## src/rtl/muldiv_unit.sv

```systemverilog
// RV32M-style multiply/divide unit.
// Multiplies take one compute cycle; divides use a radix-2 restoring
// divider on operand magnitudes with a final sign-fix cycle.
// Divide-by-zero and signed overflow results are produced immediately.
module muldiv_unit #(
   parameter int XLEN = 32
) (
   input  logic            clk,
   input  logic            rst_n,
   input  logic            flush_i,
   input  logic            valid_i,
   output logic            ready_o,
   input  logic [2:0]      op_i,
   input  logic [XLEN-1:0] op1_i,
   input  logic [XLEN-1:0] op2_i,
   output logic            valid_o,
   input  logic            ready_i,
   output logic [XLEN-1:0] res_o,
   output logic            busy_o
);

   localparam int CW = ($clog2(XLEN + 1) > 6) ? $clog2(XLEN + 1) : 6;
   localparam logic [CW-1:0]   LAST     = CW'(XLEN);
   localparam logic [XLEN-1:0] MOST_NEG = {1'b1, {(XLEN-1){1'b0}}};

   typedef enum logic [1:0] {IDLE, MUL, DIV, DONE} state_t;

   state_t state, state_next;

   logic [2:0]      op_q;
   logic [XLEN-1:0] a_q;
   logic [XLEN-1:0] b_q;
   logic [XLEN-1:0] quo_q;
   logic [XLEN-1:0] rem_q;
   logic [XLEN-1:0] res_q;
   logic [CW-1:0]   cnt;
   logic            q_neg;
   logic            r_neg;

   logic            req_signed;
   logic            div_by_zero;
   logic            div_ovf;
   logic            div_special;
   logic [XLEN-1:0] special_res;
   logic            op1_neg;
   logic            op2_neg;
   logic [XLEN-1:0] op1_mag;
   logic [XLEN-1:0] op2_mag;

   logic              mul_a_sign;
   logic              mul_b_sign;
   logic [2*XLEN-1:0] mul_a_ext;
   logic [2*XLEN-1:0] mul_b_ext;
   logic [2*XLEN-1:0] product;
   logic [XLEN-1:0]   mul_res;

   logic [XLEN:0]   shifted;
   logic            fits;
   logic [XLEN-1:0] rem_step;
   logic [XLEN-1:0] quo_step;
   logic [XLEN-1:0] div_res;

   // Decode the incoming request: special divide cases and operand magnitudes.
   always_comb begin
      req_signed  = ~op_i[0];
      div_by_zero = (op2_i == '0);
      div_ovf     = req_signed & (op1_i == MOST_NEG) & (op2_i == '1);
      div_special = op_i[2] & (div_by_zero | div_ovf);
      if (div_by_zero) begin
         special_res = op_i[1] ? op1_i : '1;
      end else begin
         special_res = op_i[1] ? '0 : op1_i;
      end
      op1_neg = req_signed & op1_i[XLEN-1];
      op2_neg = req_signed & op2_i[XLEN-1];
      op1_mag = op1_neg ? ('0 - op1_i) : op1_i;
      op2_mag = op2_neg ? ('0 - op2_i) : op2_i;
   end

   // Full-width product of the registered operands, sign-extended per op.
   always_comb begin
      mul_a_sign = a_q[XLEN-1] & (op_q[1:0] != 2'b11);
      mul_b_sign = b_q[XLEN-1] & (op_q[1:0] == 2'b01);
      mul_a_ext  = {{XLEN{mul_a_sign}}, a_q};
      mul_b_ext  = {{XLEN{mul_b_sign}}, b_q};
      product    = mul_a_ext * mul_b_ext;
      mul_res    = (op_q[1:0] == 2'b00) ? product[XLEN-1:0] : product[2*XLEN-1:XLEN];
   end

   // One restoring-division step plus the final sign correction.
   always_comb begin
      shifted  = {rem_q, quo_q[XLEN-1]};
      fits     = (shifted >= {1'b0, b_q});
      rem_step = fits ? (shifted[XLEN-1:0] - b_q) : shifted[XLEN-1:0];
      quo_step = {quo_q[XLEN-2:0], fits};
      if (op_q[1]) begin
         div_res = r_neg ? ('0 - rem_q) : rem_q;
      end else begin
         div_res = q_neg ? ('0 - quo_q) : quo_q;
      end
   end

   // State register.
   always_ff @(posedge clk or negedge rst_n) begin
      if (!rst_n) begin
         state <= IDLE;
      end else begin
         state <= state_next;
      end
   end

   // Next-state selection; a flush returns to IDLE from anywhere.
   always_comb begin
      state_next = state;
      case (state)
         IDLE: begin
            if (valid_i) begin
               if (!op_i[2]) begin
                  state_next = MUL;
               end else if (div_special) begin
                  state_next = DONE;
               end else begin
                  state_next = DIV;
               end
            end
         end
         MUL:  state_next = DONE;
         DIV:  state_next = (cnt == LAST) ? DONE : DIV;
         DONE: state_next = ready_i ? IDLE : DONE;
         default: state_next = IDLE;
      endcase
      if (flush_i) begin
         state_next = IDLE;
      end
   end

   // Handshake and status outputs follow directly from the state.
   always_comb begin
      ready_o = (state == IDLE) & ~flush_i;
      valid_o = (state == DONE);
      busy_o  = (state != IDLE);
      res_o   = res_q;
   end

   // Operand capture, iteration and result registers; a flush leaves them untouched.
   always_ff @(posedge clk or negedge rst_n) begin
      if (!rst_n) begin
         op_q  <= '0;
         a_q   <= '0;
         b_q   <= '0;
         quo_q <= '0;
         rem_q <= '0;
         res_q <= '0;
         cnt   <= '0;
         q_neg <= 1'b0;
         r_neg <= 1'b0;
      end else if (!flush_i) begin
         case (state)
            IDLE: begin
               if (valid_i) begin
                  op_q  <= op_i;
                  a_q   <= op1_i;
                  cnt   <= '0;
                  rem_q <= '0;
                  q_neg <= op1_neg ^ op2_neg;
                  r_neg <= op1_neg;
                  if (op_i[2]) begin
                     b_q   <= op2_mag;
                     quo_q <= op1_mag;
                     if (div_special) begin
                        res_q <= special_res;
                     end
                  end else begin
                     b_q <= op2_i;
                  end
               end
            end
            MUL: begin
               res_q <= mul_res;
            end
            DIV: begin
               if (cnt == LAST) begin
                  res_q <= div_res;
               end else begin
                  rem_q <= rem_step;
                  quo_q <= quo_step;
                  cnt   <= cnt + CW'(1);
               end
            end
            default: begin
            end
         endcase
      end
   end

endmodule
```

## config.mk

```make
export PLATFORM = sky130hd
export DESIGN_NAME = muldiv_unit
export DESIGN_NICKNAME = d
export VERILOG_FILES = /design/src/rtl/muldiv_unit.sv
export SDC_FILE = /design/constraint.sdc
export NUM_CORES = 2
export LEC_CHECK = 0
export CAP_MARGIN = 20
export CORE_MARGIN = 3
export CORE_UTILIZATION = 60
export CTS_CLUSTER_SIZE = 10
export DETAILED_ROUTE_END_ITERATION = 8
export PLACE_DENSITY_LB_ADDON = 0.08
export SLEW_MARGIN = 0
export SYNTH_ARGS = -nofsm -noshare
export SYNTH_HDL_FRONTEND = slang
export SYNTH_SLANG_ARGS = --single-unit
```

## constraint.sdc

```tcl
create_clock -name clk -period 12.12 [get_ports clk]
set_clock_uncertainty 0.05 [all_clocks]
set_input_delay 2.424 -clock clk [delete_from_list [all_inputs] [get_ports clk]]
set_output_delay 2.424 -clock clk [all_outputs]
set_load 0.005 [all_outputs]
```

==> results.ini <==
[synthesis]
synth.cells.most_frequent=1,253 x sky130_fd_sc_hd__inv_1, 1,126 x sky130_fd_sc_hd__fa_1, 1,060 x sky130_fd_sc_hd__nand2_1, 336 x sky130_fd_sc_hd__clkbuf_1, 281 x sky130_fd_sc_hd__and2_1
syn_area_um2=50900
synth_flop_cell=sky130_fd_sc_hd__dfrtp_1
ys_seq_elements=172
synth_enable_flop_cells=0
synthesis.nets=7363
synth_async_sr_flop_share_pct=100
ys_seq_area_share_pct=8.46
yosysUniqueCellTypes=76
synthesized_netlist_cell_count=5909
syn-mean-instance-area_um2=8.61
yosys.area.top_type_share_pct=44.3
biggest_area_contributors_in_the_synthesized_netlist=sky130_fd_sc_hd__fa_1 44%, sky130_fd_sc_hd__inv_1 9.2%, sky130_fd_sc_hd__dfrtp_1 8.5%
synth_most_common_cell=sky130_fd_sc_hd__inv_1
synth_top_area_cell=sky130_fd_sc_hd__fa_1
synth_warnings=0

[final_layout]
fin_nets=7229
antenna_cells=0
drive_above_1_share_pct=3.47
signed_area_change_from_the_synthesized_netlist_to_the_final_layout_pct=4.99

[floorplan]
floorplan_die_height_um=297
pin_count=107
fp.coreArea_um2=83800
dieArea_um2=88300
floorplan.die.width_um=297
initial_utilization_pct=60.7
floorplan.rows=106

[sta]
finalHoldViolCount=0
clock.fmax_mhz=102
period_minus_slack_ns=9.76
finalSetupTns_ns=0
finalCritPeriodShare_pct=80.6
transition_time_at_the_pin_with_the_least_slew_margin_ns=1.16
timing_max_transition_violations_final=0
relative_slew_margins_pct=22.8
grt_setup_unrepaired=no
setup_viol=0

[grt]
grt.busiest_layer=met2
wire_length_of_the_first_global_routing_pass_um=244000
grt_pass1_vias=42400
pin_count_of_the_biggest_net_entering_global_routing=73
track_usage_pct=35.9
gr_met2_demand_resource_pct=59.9
global_route.usage.met1_pct=47.5
initial_antenna_violation_count=3
overflow=0
groute.layer.met3.usage_pct=4.82

[min_path]
hp-start=b_q[24]$_DFFE_PN0P_
worstHoldPathType=reg2reg
timing.hold.worst_endpoint=b_q[24]$_DFFE_PN0P_
hold-path-cell-count=2

[worst_setup_path]
timing.reg2reg.worst_path_depth=30
worst-endpoint-required_ns=12.42
slowest_delay_ns=0.87
cp_max_fo=20
reg2reg_setup_slack_ns=2.36
rr_startpoint=op_q[0]$_DFFE_PN0P_
reg2reg_to=res_o[31]$_DFFE_PN0P_
endpoint_kind=flop
worst_path_most_repeated_cell=sky130_fd_sc_hd__fa_1
setup.worst_path.class=reg2reg
cp_slowest_cell=sky130_fd_sc_hd__fa_1
worstSetupStartpoint=op_q[0]$_DFFE_PN0P_
crit_arrival_ns=10.07
worstSetupStartpointType=flop

[detailed_routing]
drt_wl_total_um=154000
first_iter_violations=3086
number_of_search_and_repair_iterations_in_the_first_detailed_routing_pass=6
viasPerCell=5.83
drt.antenna.violating_nets=0
wl_per_cell_um=22.2
drc=0
vias=40300

[run]
drv.max_cap_violation_count=0

[cts]
cts_tree=built
cts.repair.resized=0
cts_max_level=4
clk_pin_slew_worst_paths_ns=0.09
cts_hold_buffers=0
root_buffer=sky130_fd_sc_hd__clkbuf_16
tritoncts.num_buffers=17
cts_setup_buffers=0
clkSinkCount=172
clock_latency_ns=0.48
cts_max_path_buffers=2

[place]
dp_hpwl_um=123000
globalplace.congestion=0.983
buffer_ports.inserted=106

[run_status]
outcome=finished clean

==> state kept, by name (all words and copies together), names as in the netlist <==
| signal | flops |
|---|---|
| a_q | 32 |
| b_q | 32 |
| quo_q | 32 |
| rem_q | 32 |
| res_o | 32 |
| cnt | 6 |
| op_q | 2 |
| state | 2 |
| q_neg | 1 |
| r_neg | 1 |
==> worst max-delay path by stage <==
| stage | endpoint | slack [ns] | cells after the start |
|---|---|---|---|
| after CTS | res_o[31]$_DFFE_PN0P_ | 2.43 | 30 |
| after global routing | res_o[31]$_DFFE_PN0P_ | 1.75 | 30 |
| after floorplan | res_o[31]$_DFFE_PN0P_ | 3.67 | 32 |
| after global placement | res_o[31]$_DFFE_PN0P_ | 2.70 | 30 |
| final | res_o[31]$_DFFE_PN0P_ | 2.36 | 30 |
| after detailed placement | res_o[31]$_DFFE_PN0P_ | 2.48 | 30 |
==> cells by family after synthesis <==
logic type / synth area share (%)
AO/OA/AOI/OAI: 8.53
XOR/XNOR: 3.58
adder cells (fa/ha/maj): 50.6
buffers and inverters: 11.8
flip-flops: 8.46
multiplexers: 1.19
AND/OR/NAND/NOR: 15.8
==> metrics by stage <==
step                      setup WS (ns)  std cells  hold slack (ns)  util [%]  cell area [um2]
final                              2.36       6922            0.436      63.7            53400
after global routing               1.75       6922            0.468      63.7            53400
after CTS                          2.43       6919            0.441      63.7            53400
after detailed placement           2.48       6887            0.423      62.9            52700
after global placement             2.70       6887            0.414      62.9            52700
after floorplan                    3.67       5909            0.422         -            50900
==> layer usage <==
layer  wire length, um  share of wire, %
met5                13            0.0085
met1             60400                39
met4              7880               5.1
met3             11700               7.6
met2             73800                48
==> cells in the final DEF, fill, tap and decap left out, types with 8 or more instances in the layout <==
cell	count
sky130_fd_sc_hd__inv_1	1253
sky130_fd_sc_hd__fa_1	1126
sky130_fd_sc_hd__nand2_1	1059
sky130_fd_sc_hd__and2_1	280
sky130_fd_sc_hd__ha_1	255
sky130_fd_sc_hd__o21ai_0	236
sky130_fd_sc_hd__a21oi_1	198
sky130_fd_sc_hd__nor2_1	177
sky130_fd_sc_hd__dfrtp_1	165
sky130_fd_sc_hd__xnor2_1	114
sky130_fd_sc_hd__clkdlybuf4s50_1	105
sky130_fd_sc_hd__xor2_1	94
sky130_fd_sc_hd__buf_4	86
sky130_fd_sc_hd__nor3_1	43
sky130_fd_sc_hd__a21o_1	39
sky130_fd_sc_hd__mux2_2	34
sky130_fd_sc_hd__o31ai_1	33
sky130_fd_sc_hd__nand3_1	32
sky130_fd_sc_hd__nand4_1	27
sky130_fd_sc_hd__nand2b_1	26
sky130_fd_sc_hd__and3_1	25
sky130_fd_sc_hd__o22ai_1	23
sky130_fd_sc_hd__mux2i_1	22
sky130_fd_sc_hd__or3_1	19
sky130_fd_sc_hd__o211ai_1	18
sky130_fd_sc_hd__clkbuf_16	18
sky130_fd_sc_hd__or2_2	16
sky130_fd_sc_hd__a221oi_1	16
sky130_fd_sc_hd__a211oi_1	16
sky130_fd_sc_hd__o21bai_1	16
sky130_fd_sc_hd__nor4_1	15
sky130_fd_sc_hd__o41ai_1	15
sky130_fd_sc_hd__or4_1	14
sky130_fd_sc_hd__a31oi_1	14
sky130_fd_sc_hd__o21a_1	14
sky130_fd_sc_hd__a21boi_0	14
sky130_fd_sc_hd__o221ai_1	13
sky130_fd_sc_hd__nor2b_1	12
sky130_fd_sc_hd__and4_1	8
sky130_fd_sc_hd__clkinv_8	8
==> area by class of cell <==
| class | instances | area, um2 |
|---|---|---|
| multi-input combinational | 4136 | 40600 |
| fill | 7405 | 30400 |
| inverter | 1253 | 4700 |
| sequential | 172 | 4310 |
| timing repair buffer | 195 | 1770 |
| tap | 1134 | 1420 |
| clock buffer | 17 | 425 |
| clock inverter | 15 | 195 |
==> critical path, delay by kind of cell, from the launching register on <==
kind / cells / cell delay, ns
adders and majority gates: 9 / 4.65
AOI/OAI and AO/OA: 9 / 2.11
buffers and inverters: 8 / 1.29
and+or+nand+nor: 3 / 0.89
DFF: 1 / 0.47
muxes: 1 / 0.15
Power is not shown: default switching activity piles up to over one toggle a cycle in this logic, so the estimate is an artifact.
